**config.mk**
```make
export PLATFORM = sky130hd
export DESIGN_NAME = program_loader
export DESIGN_NICKNAME = d
export VERILOG_FILES = /design/src/rtl/program_loader_pkg.sv /design/src/rtl/word_assembler.sv /design/src/rtl/program_loader.sv
export SDC_FILE = /design/constraint.sdc
export NUM_CORES = 1
export LEC_CHECK = 0
export ABC_AREA = 1
export CORE_ASPECT_RATIO = 1.4
export CORE_MARGIN = 5
export CORE_UTILIZATION = 35
export DETAILED_ROUTE_END_ITERATION = 10
export PLACE_DENSITY = 0.59
export SYNTH_ARGS = -nofsm -noshare
export SYNTH_HDL_FRONTEND = slang
export SYNTH_SLANG_ARGS = --single-unit
export TNS_END_PERCENT = 100
```
**constraint.sdc**
```tcl
create_clock -name clk -period 5.3 [get_ports clk]
set_clock_uncertainty 0.15 [all_clocks]
set_input_delay 1.06 -clock clk [delete_from_list [all_inputs] [get_ports clk]]
set_output_delay 1.06 -clock clk [all_outputs]
set_load 0.005 [all_outputs]
```
**src/rtl/program_loader_pkg.sv**
```systemverilog
// program_loader_pkg: shared state encoding and sizing constants for the program loader
package program_loader_pkg;
   typedef enum logic [2:0] {IDLE, LEN_LO, LEN_HI, DATA, WRITE, DONE} state_t;
   localparam int MEM_WORDS_DEFAULT = 256;
   localparam int HDR_BYTES = 2;
endpackage

```
**src/rtl/word_assembler.sv**
```systemverilog
// word_assembler: shifts bytes in little-endian into a 32-bit word.
// Ports: clk, reset (async, active high), clear (restart at byte 0),
// byte_in/strobe (accept one byte), word (assembled bytes), word_full (next strobe completes the word).
module word_assembler (
   input  logic        clk,
   input  logic        reset,
   input  logic        clear,
   input  logic [7:0]  byte_in,
   input  logic        strobe,
   output logic [31:0] word,
   output logic        word_full
);
   logic [1:0] idx;
   always_ff @(posedge clk or posedge reset)
      if (reset) begin
         idx  <= '0;
         word <= '0;
      end else if (clear) begin
         idx  <= '0;
         word <= '0;
      end else if (strobe) begin
         idx  <= idx + 2'd1;
         word <= {byte_in, word[31:8]};
      end
   // High while three bytes are held, so the FSM can leave DATA on the edge that takes the fourth
   assign word_full = idx == 2'd3;
endmodule

```
**src/rtl/program_loader.sv**
```systemverilog
// program_loader: loads a length-prefixed byte stream into program memory while holding the core.
// Ports: clk, reset (async, active high), start, rx_data/rx_valid/rx_ready (byte stream),
// mem_byte_address/mem_write_enable/mem_write_data (memory write port),
// cpu_hold, load_done, load_error (status), words_written (words committed this load).
module program_loader
   import program_loader_pkg::*;
#(
   parameter int MEM_WORDS = MEM_WORDS_DEFAULT,
   parameter int CNT_W     = 16
) (
   input  logic             clk,
   input  logic             reset,
   input  logic             start,
   input  logic [7:0]       rx_data,
   input  logic             rx_valid,
   output logic             rx_ready,
   output logic [31:0]      mem_byte_address,
   output logic             mem_write_enable,
   output logic [31:0]      mem_write_data,
   output logic             cpu_hold,
   output logic             load_done,
   output logic             load_error,
   output logic [CNT_W-1:0] words_written
);
   state_t           state;
   logic [CNT_W-1:0] len;
   logic [CNT_W-1:0] hdr;
   logic             word_full;
   assign rx_ready = state inside {LEN_LO, LEN_HI, DATA};
   // Full header: the byte arriving in LEN_HI over the low byte captured in LEN_LO
   assign hdr = CNT_W'({rx_data, len[7:0]});
   word_assembler u_asm (
      .clk       (clk),
      .reset     (reset),
      .clear     (state == IDLE && start),
      .byte_in   (rx_data),
      .strobe    (state == DATA && rx_valid),
      .word      (mem_write_data),
      .word_full (word_full)
   );
   always_ff @(posedge clk or posedge reset)
      if (reset) begin
         state            <= IDLE;
         len              <= '0;
         mem_byte_address <= '0;
         mem_write_enable <= 1'b0;
         cpu_hold         <= 1'b0;
         load_done        <= 1'b0;
         load_error       <= 1'b0;
         words_written    <= '0;
      end else begin
         mem_write_enable <= 1'b0;
         case (state)
            IDLE:
               if (start) begin
                  state         <= LEN_LO;
                  load_done     <= 1'b0;
                  load_error    <= 1'b0;
                  words_written <= '0;
                  cpu_hold      <= 1'b1;
               end
            LEN_LO:
               if (rx_valid) begin
                  len   <= CNT_W'(rx_data);
                  state <= LEN_HI;
               end
            LEN_HI:
               if (rx_valid) begin
                  if (hdr == '0)
                     state <= DONE;
                  else if (32'(hdr) > 32'(MEM_WORDS)) begin
                     load_error <= 1'b1;
                     cpu_hold   <= 1'b0;
                     state      <= IDLE;
                  end else begin
                     len   <= hdr;
                     state <= DATA;
                  end
               end
            DATA:
               if (rx_valid && word_full) begin
                  state            <= WRITE;
                  mem_write_enable <= 1'b1;
                  mem_byte_address <= 32'({words_written, 2'b00});
               end
            WRITE: begin
               words_written <= words_written + CNT_W'(1);
               state         <= (words_written + CNT_W'(1) == len) ? DONE : DATA;
            end
            DONE: begin
               load_done <= 1'b1;
               cpu_hold  <= 1'b0;
               state     <= IDLE;
            end
            default: state <= IDLE;
         endcase
      end
endmodule

```
==> flow_summary.toml, run 1 <==
[run_status]
outcome = "finished, final reports clean"

[worst_setup_path]
start_kind = "input pin"
critPathTopFamily = "buffers and inverters"
worstSetupPathType = "input pin to register"
required_ns = 5.38
cpMaxStageDelayCell = "clkdlybuf4s50_1"
cp_common_cell = "inv_1"
cp_max_fo = 31
worst-path-buf-inv = 5
cp_cell_sequence = "clkdlybuf4s50_1 -> inv_1 -> nor2_1 -> inv_1 -> nand2_1 -> buf_4 -> inv_2 -> a22o_1"
worstPathArrival_ns = 3.16
critPathCaptureType = "register"
max_stage_delay_ns = 0.50

[floorplanning]
die-area_sq_um = 14500
ioPinCount = 97
fp.coreArea_sq_um = 11900
die_h_um = 141
die_x_um = 103
start_util_pct = 35.9
row_count = 47

[timing]
rsz0062_at_grt = "false"
finalSetupViolations = 0
min_period_ns = 3.09
hold_ws_ns = 0.332
relSlewSlack_pct = 34.7
slew_viol_final = 0
fmax_ghz = 0.324
min_period_over_period_pct = 58.2
finalSetupTns_ns = 0
hold_viol = 0
worstMarginPinSlew_ns = 0.980

[detailed_routing]
first_iter_violations = 197
wl_um = 10700
drt_pass1_iterations = 5
drc_errors = 0
wl_per_cell_um = 14.3
ant_nets = 0
viasPerCell = 4.91
vias = 3684

[yosys]
synth_top_area_share_pct = 52.2
synth-edff-count = 0
synth_seq_cells = 89
synth.area.top_cells = "dfrtp_1 52%, nand2_1 11%, inv_1 7.1%"
ys_warn_count = 0
synth_most_common_cell = "nand2_1"
yosys.area.top_type = "dfrtp_1"
syn_area_sq_um = 4270
async_flop_share_pct = 100
synthDistinctLibCells = 29
ys_top_cells_by_count = "122 x nand2_1, 89 x dfrtp_1, 81 x inv_1, 47 x o21ai_0, 46 x nand3_1"
syn_inst = 519
ys_seq_area_share_pct = 52.2
synth_area_per_cell_sq_um = 8.22
ys.flop_type = "dfrtp_1"

[layout]
drive_above_1_share_pct = 5.30
finalNetCount = 613
area_growth_pct = 27.3
finish.utilization_pct = 45.7
diodes = 0

[clock_tree]
cts_sinks = 89
postCtsResizedCells = 0
cts_tree = "built"
cts_max_level = 3
cts_buffers = 9
clk_pin_slew_ns = 0.06
cts_buffer_depth = 2
clock_latency_ns = 0.34
post_cts.repair.setup_buffers = 0
holdBufCountCts = 0
cts_root_buf = "clkbuf_16"

[grt]
track_usage_pct = 15.6
antenna_found_initial = 0
grt_remaining_overflow = 0
grt_pass1_vias = 3676
grt_max_degree = 57
grt_pass1_wl_um = 18000

[place]
gp_congestion = 0.858
port_buffers = 80
dp_hpwl_um = 8030

[worst_hold_path]
hold_path.class = "register to register"

[power_and_ir_drop]
power_leakage_nw = 2.46
powerDensity_nw_per_um2 = 391
peakVddDrop_mv = 0.191

[flow_run]
drv_cap = 0
registers in the layout (all words and copies together), names as in the netlist:
register          cells
state                 3
len                  16
u_asm.idx             2
load_error            1
cpu_hold              1
load_done             1
u_asm.word           32
mem_byte_address     16
words_written        16
mem_write_enable      1
metal layers:
metal | track usage (%) | up-vias | routed length, um
met5 | 0 | - | 0
met3 | 3.66 | 27 | 626
met4 | 7.03 | 0 | 330
met2 | 24.9 | 137 | 5140
li1 | - | 1812 | -
met1 | 19.9 | 1708 | 4650
per-stage QoR:
step | cells | setup WS (ns) | instance area, sq um | total power, mW
CTS | 751 | 2.21 | 5430 | 2.15
global placement | 735 | 1.96 | 5150 | 1.53
detailed placement | 735 | 1.84 | 5150 | 1.54
finish | 751 | 2.21 | 5430 | 2.12
floorplan | 534 | 1.78 | 4320 | 1.26
global route | 751 | 1.90 | 5430 | 2.27
worst register-to-register path: stages (launching register included):
cell and delay (ns):
dfrtp_1 0.42, nor2_1 0.23, nand2_1 0.12, nor2_1 0.27, inv_1 0.43, nand2_1 0.16
buf_4 0.28, inv_2 0.17, a22o_1 0.21
power by group:
group          switching, mW  internal [mW]  leakage (nW)
clock network          0.280          0.321         0.128
registers             0.0803          0.799          1.22
logic                  0.372          0.273          1.12
kinds of logic after synthesis:
group	count (synthesis)	share of synthesized area, %
simple gates	228	23.8
buf+inv	111	11.3
flops	89	52.2
compound gates	85	11.1
xor+xnor	3	0.938
fa+ha+maj	2	0.586
other cells	1	0.0879
path summary, 6_finish.rpt:
check / to / slack, ns / startpoint / depth (start not counted)
worst min register to register: load_done$_DFFE_PP0P_ / 0.33 / load_done$_DFFE_PP0P_ / 2
max in group asynchronous: u_asm.idx[1]$_DFFE_PP0P_ / 2.96 / reset / 3
worst min-delay path: load_done$_DFFE_PP0P_ / 0.33 / load_done$_DFFE_PP0P_ / 2
worst max-delay path: u_asm.idx[1]$_DFFE_PP0P_ / 2.21 / rx_valid / 8
min in group asynchronous: words_written[1]$_DFFE_PP0P_ / 1.08 / reset / 2
worst max register to register: u_asm.idx[1]$_DFFE_PP0P_ / 2.75 / state[2]$_DFFE_PP0P_ / 8
cells in the final DEF (no fill, tap or decap), types with 2 or more instances in the layout:
cell             synthesis  layout
xor2_1                   2       2
o21ai_0                 47      47
o22ai_1                 31      31
nand4_1                 14      14
clkinv_2                 0       2
inv_6                    0       2
clkinvlp_4               0       3
nand2_1                122     122
clkbuf_16                0       9
nand2_2                  2       2
buf_4                   17       2
nor2_2                   4       4
conb_1                   1      16
clkdlybuf4s50_1          0      80
dfrtp_1                 89      89
nor2_1                  31      31
nor2_4                   3       3
ha_1                     2       2
nand3_1                 46      46
a21oi_1                  4       4
nor3_1                   2       2
inv_1                   81      80
final cells by class:
cell class	instances	area, sq um
fill	1163	6450
sequential	89	2230
multi-input combinational	334	1610
timing repair buffer	82	816
inverter	83	313
clock buffer	9	225
tap	147	184
clock inverter	7	53.8
Power figures use the tool's default switching activity.
==> inputs of run 2 (changes only) <==
==> constraint.sdc (replaced) <==
create_clock -name clk -period 3.1 [get_ports clk]
set_clock_uncertainty 0.15 [all_clocks]
set_input_delay 0.62 -clock clk [delete_from_list [all_inputs] [get_ports clk]]
set_output_delay 0.62 -clock clk [all_outputs]
set_load 0.005 [all_outputs]
==> run 2 against run 1 <==
Compared with the run above: global-route usage is 0.17 points lower; combinational power rose by 74%; critical path depth up 6.
==> flow_summary.toml, run 2 (synthesis results as in run 1) <==
[run_status]
outcome = "finished, final reports clean"

[worst_setup_path]
required_ns = 3.18
critPathCaptureType = "register"
cp_max_fo = 7
worstPathArrival_ns = 2.48
worstSetupPathType = "register to register"
start_kind = "register"

[layout]
finalNetCount = 619
largest_reg_flops = 32
instances_no_fill = 757
multi_input_area_sq_um = 1610
area_growth_pct = 29.2
final_common_cell = "nand2_1"
finish.utilization_pct = 46.4
diodes = 0
final_cell_mix = "122 x nand2_1, 89 x dfrtp_1, 80 x inv_1, 80 x clkdlybuf4s50_1, 47 x o21ai_0"
fillCellCount = 1165
fin_area_sq_um = 5510
drive_above_1_share_pct = 6.23
max_flop_register = "u_asm.word"
area.sequential_sq_um = 2230

[power_and_ir_drop]
peakVddDrop_mv = 0.400
powerDensity_nw_per_um2 = 676
power_mw = 3.73
power_leakage_nw = 2.52

[clock_tree]
cts_buffer_depth = 2
cts_tree = "built"
clk_pin_slew_ns = 0.07
postCtsResizedCells = 0
cts_sinks = 89
clock_latency_ns = 0.34
post_cts.repair.setup_buffers = 0
cts_max_level = 3
holdBufCountCts = 0
cts_buffers = 9
cts_root_buf = "clkbuf_16"

[floorplanning]
die_x_um = 103
start_util_pct = 35.9
ioPinCount = 97
fp.coreArea_sq_um = 11900
die_h_um = 141
row_count = 47
die-area_sq_um = 14500

[detailed_routing]
drt_pass1_iterations = 4
first_iter_violations = 122
drc_errors = 0
ant_nets = 0
wl_um = 10600
viasPerCell = 4.77
vias = 3614
wl_per_cell_um = 14.1

[place]
port_buffers = 80
postPlaceCellArea_sq_um = 5210
dp_hpwl_um = 8230
dp_cells = 741
gp_congestion = 0.911

[grt]
track_usage_pct = 15.5
grt_remaining_overflow = 0
grt_pass1_wl_um = 17700
antenna_found_initial = 0
grt_pass1_vias = 3532
grt_max_degree = 35

[worst_hold_path]
hold_path.class = "register to register"

[timing]
rsz0062_at_grt = "false"
min_period_ns = 2.40
hold_viol = 0
finalSetupViolations = 0
worstMarginPinSlew_ns = 0.759
relSlewSlack_pct = 49.4
fmax_ghz = 0.417
slew_viol_final = 0
min_period_over_period_pct = 77.3
finalSetupTns_ns = 0

[flow_run]
drv_cap = 0
==> run 2: routing by layer <==
| layer | up-vias | GRT usage [%] | wire (um) |
|---|---|---|---|
| met2 | 106 | 24.4 | 5110 |
| met1 | 1651 | 19.6 | 4480 |
| met4 | 0 | 7.03 | 314 |
| met3 | 21 | 4.15 | 730 |
| li1 | 1836 | - | - |
| met5 | - | 0 | 0 |
==> run 2: final timing paths <==
kind / to / start / slack (ns) / cells after the start
max: state[1]$_DFFE_PP0P_ / words_written[0]$_DFFE_PP0P_ / 0.70 / 14
min: cpu_hold$_DFFE_PP0P_ / cpu_hold$_DFFE_PP0P_ / 0.33 / 2
max reg2reg: state[1]$_DFFE_PP0P_ / words_written[0]$_DFFE_PP0P_ / 0.70 / 14
min reg2reg: cpu_hold$_DFFE_PP0P_ / cpu_hold$_DFFE_PP0P_ / 0.33 / 2
max in group asynchronous: words_written[9]$_DFFE_PP0P_ / reset / 1.76 / 3
min in group asynchronous: state[2]$_DFFE_PP0P_ / reset / 0.47 / 2
==> run 2: area by class of cell <==
| type | count | area share, % |
|---|---|---|
| clock buffer | 10 | 4.33 |
| clock inverter | 6 | 1.18 |
| inverter | 83 | 5.67 |
| multi-input combinational | 334 | 29.2 |
| sequential | 89 | 40.4 |
| tap | 147 | 3.34 |
| timing repair buffer | 88 | 15.8 |
==> run 2: stage by stage <==
stage	worst slack, ns	hold slack (ns)
CTS	0.688	0.331
global placement	0.489	0.314
floorplan	0.0231	0.310
global route	0.445	0.347
finish	0.703	0.327
detailed placement	0.411	0.315
==> run 2: where the power goes <==
part           total, mW  switching [mW]  internal (mW)
Combinational       1.12           0.637          0.482
Clock               1.11           0.460          0.648
Sequential          1.50           0.134           1.37
==> run 2: critical path, stage by stage, from the launching register on <==
cell and delay, ns:
dfrtp_1 0.51, ha_1 0.28, nand3_1 0.19, nor2_2 0.26
nand4_1 0.16, nand3_1 0.12, nand2_1 0.05, nor2_1 0.11
nand2_1 0.08, nor2_2 0.10, nand2_1 0.06, nand2_1 0.05
nand2_1 0.04, nand2_1 0.05, nand2_1 0.04
==> inputs of run 3 (changes only) <==
--- a/config.mk
+++ b/config.mk
@@ -10,7 +10,7 @@
 export CORE_MARGIN = 5
 export CORE_UTILIZATION = 35
 export DETAILED_ROUTE_END_ITERATION = 10
-export PLACE_DENSITY = 0.59
+export PLACE_DENSITY = 0.61
 export SYNTH_ARGS = -nofsm -noshare
 export SYNTH_HDL_FRONTEND = slang
 export SYNTH_SLANG_ARGS = --single-unit
==> constraint.sdc (replaced) <==
create_clock -name clk -period 1.9 [get_ports clk]
set_clock_uncertainty 0.15 [all_clocks]
set_input_delay 0.38 -clock clk [delete_from_list [all_inputs] [get_ports clk]]
set_output_delay 0.38 -clock clk [all_outputs]
set_load 0.005 [all_outputs]
==> run 3 against run 2 <==
Compared with the run above: the flow now finishes with violations (negative setup slack); maximum frequency is 20% higher; power increased by 74%; worst hold slack got worse by 0.0034 ns; global-route usage grew 2.3 points; routed wire length grew 14%; non-clock buffer count increased by 94; first-iteration DRC count increased by 40%; die area unchanged; sequential share of layout area decreased by 5.5 points; clock-buffer cell count stayed put; critical path type unchanged.
==> flow_summary.toml, run 3 (synthesis results as in run 1) <==
[run_status]
outcome = "complete, but fails checks"
violations = "negative setup slack"

[floorplanning]
start_util_pct = 35.9
die_x_um = 103
row_count = 47
die_h_um = 141
fp.coreArea_sq_um = 11900
ioPinCount = 97
die-area_sq_um = 14500

[worst_setup_path]
critPathCaptureType = "register"
required_ns = 1.99
start_kind = "register"
r2r-start = "words_written[1]$_DFFE_PP0P_"
worstPathArrival_ns = 2.09
rrSetupSlack_ns = -0.10
worstSetupPathType = "register to register"
setup.worst_path.start = "words_written[1]$_DFFE_PP0P_"
cp_max_fo = 5

[grt]
grt_remaining_overflow = 0
grt_max_degree = 58
grt_pass1_wl_um = 20400
grt_pass1_vias = 4260
track_usage_pct = 17.8
antenna_found_initial = 0

[timing]
min_period_ns = 2.00
slew_viol_final = 0
min_period_over_period_pct = 106
finalSetupTns_ns = -0.139
finalSetupViolations = 2
setup_slack_ns = -0.105
hold_viol = 0
fmax_ghz = 0.499
rsz0062_at_grt = "true"

[layout]
largest_reg_flops = 32
diodes = 0
drive_above_1_share_pct = 22.8
area_growth_pct = 50.1
final_cell_mix = "119 x nand2_1, 94 x buf_4, 85 x dfrtp_1"
max_flop_register = "u_asm.word"
final_common_cell = "nand2_1"
instances_no_fill = 852
finalNetCount = 714

[clock_tree]
cts_root_buf = "clkbuf_16"
clk_pin_slew_ns = 0.07
cts_sinks = 89
clock_latency_ns = 0.34
cts_max_level = 3
cts_tree = "built"
cts_buffers = 9
cts_buffer_depth = 2

[detailed_routing]
ant_nets = 0
vias = 4073
first_iter_violations = 171
viasPerCell = 4.78
drc_errors = 0
drt_pass1_iterations = 4
wl_per_cell_um = 14.2
wl_um = 12100

[place]
dp_cells = 805
port_buffers = 80
dp_hpwl_um = 8770
gp_congestion = 0.866

[power_and_ir_drop]
power_leakage_nw = 3.15
powerDensity_nw_per_um2 = 1010
peakVddDrop_mv = 0.544

[flow_run]
drv_cap = 0

[worst_hold_path]
hold_path.class = "input pin to asynchronous set/reset pin"
[run 3: changes by cell type in the layout (fill, tap and decap cells not counted), moves of 5 or more]
cell,change
buf_4,+87
buf_6,+5
clkdlybuf4s50_1,-18
dlygate4sd2_1,+12
dlymetal6s2s_1,+6
nor2_1,-11
nor2_2,+6
nor2_4,+6
[run 3: worst paths after layout]
path,endpoint,depth (start not counted)
worst max register to register,state[1]$_DFFE_PP0P_,16
max in group asynchronous,u_asm.word[1]$_DFFE_PP0P_,3
worst min register to register,load_done$_DFFE_PP0P_,2
min in group clk,load_done$_DFFE_PP0P_,2
worst min-delay path,len[0]$_DFFE_PP0P_,3
worst max-delay path,state[1]$_DFFE_PP0P_,16
[run 3: layer usage]
| layer | routed length (um) | track usage, % | up-vias |
|---|---|---|---|
| met2 | 6150 | 30.0 | 119 |
| li1 | - | - | 2018 |
| met4 | 428 | 9.14 | 0 |
| met5 | 0 | 0 | - |
| met1 | 4700 | 20.2 | 1907 |
| met3 | 811 | 4.94 | 29 |
[run 3: worst max-delay path, cell delays in order (launching register included)]
cell     delay [ns]
dfrtp_1        0.40
buf_4          0.14
nand2_1        0.08
nor2_4         0.17
nand2_2        0.12
inv_2          0.08
nand4_1        0.11
nand2_1        0.11
nand2_1        0.05
nand2_1        0.05
nand2_1        0.06
nor2_2         0.12
nand2_1        0.05
nand2_1        0.06
nand2_1        0.04
nand2_1        0.06
nand2_1        0.05
[run 3: what timing repair did]
item | 4_1_cts | 5_1_grt
hold buffers | 0 | 0
cloned | 1 | 0
resized for setup | 38 | 25
setup buffers | 30 | 0
pin swaps | 9 | 6
endpoints found under the setup margin | 15 | 85
[run 3: stage by stage]
stage	util (%)	area (sq um)	hold WS [ns]	worst slack [ns]	total power, mW
3_5_place_dp	48.3	5730	0.317	-0.398	4.47
3_3_place_gp	48.3	5730	0.315	-0.361	4.44
4_1_cts	53.3	6330	0.329	-0.110	6.47
5_1_grt	53.9	6400	0.347	-0.296	6.88
2_1_floorplan	-	4340	0.310	0.00859	3.51
6_report	53.9	6400	0.324	-0.105	6.47
[run 3: area by class of cell]
class,instances,area [sq um]
sequential,89,2230
clock buffer,10,239
fill,1063,5480
multi-input combinational,335,1740
tap,147,184
timing repair buffer,182,1620
inverter,83,318
clock inverter,6,67.6
[run 3: report_power, final]
part	switching [mW]	internal (mW)	total, mW
registers	0.208	2.23	2.44
logic	1.21	0.998	2.21
clock network	0.767	1.06	1.82
total	2.19	4.28	6.47
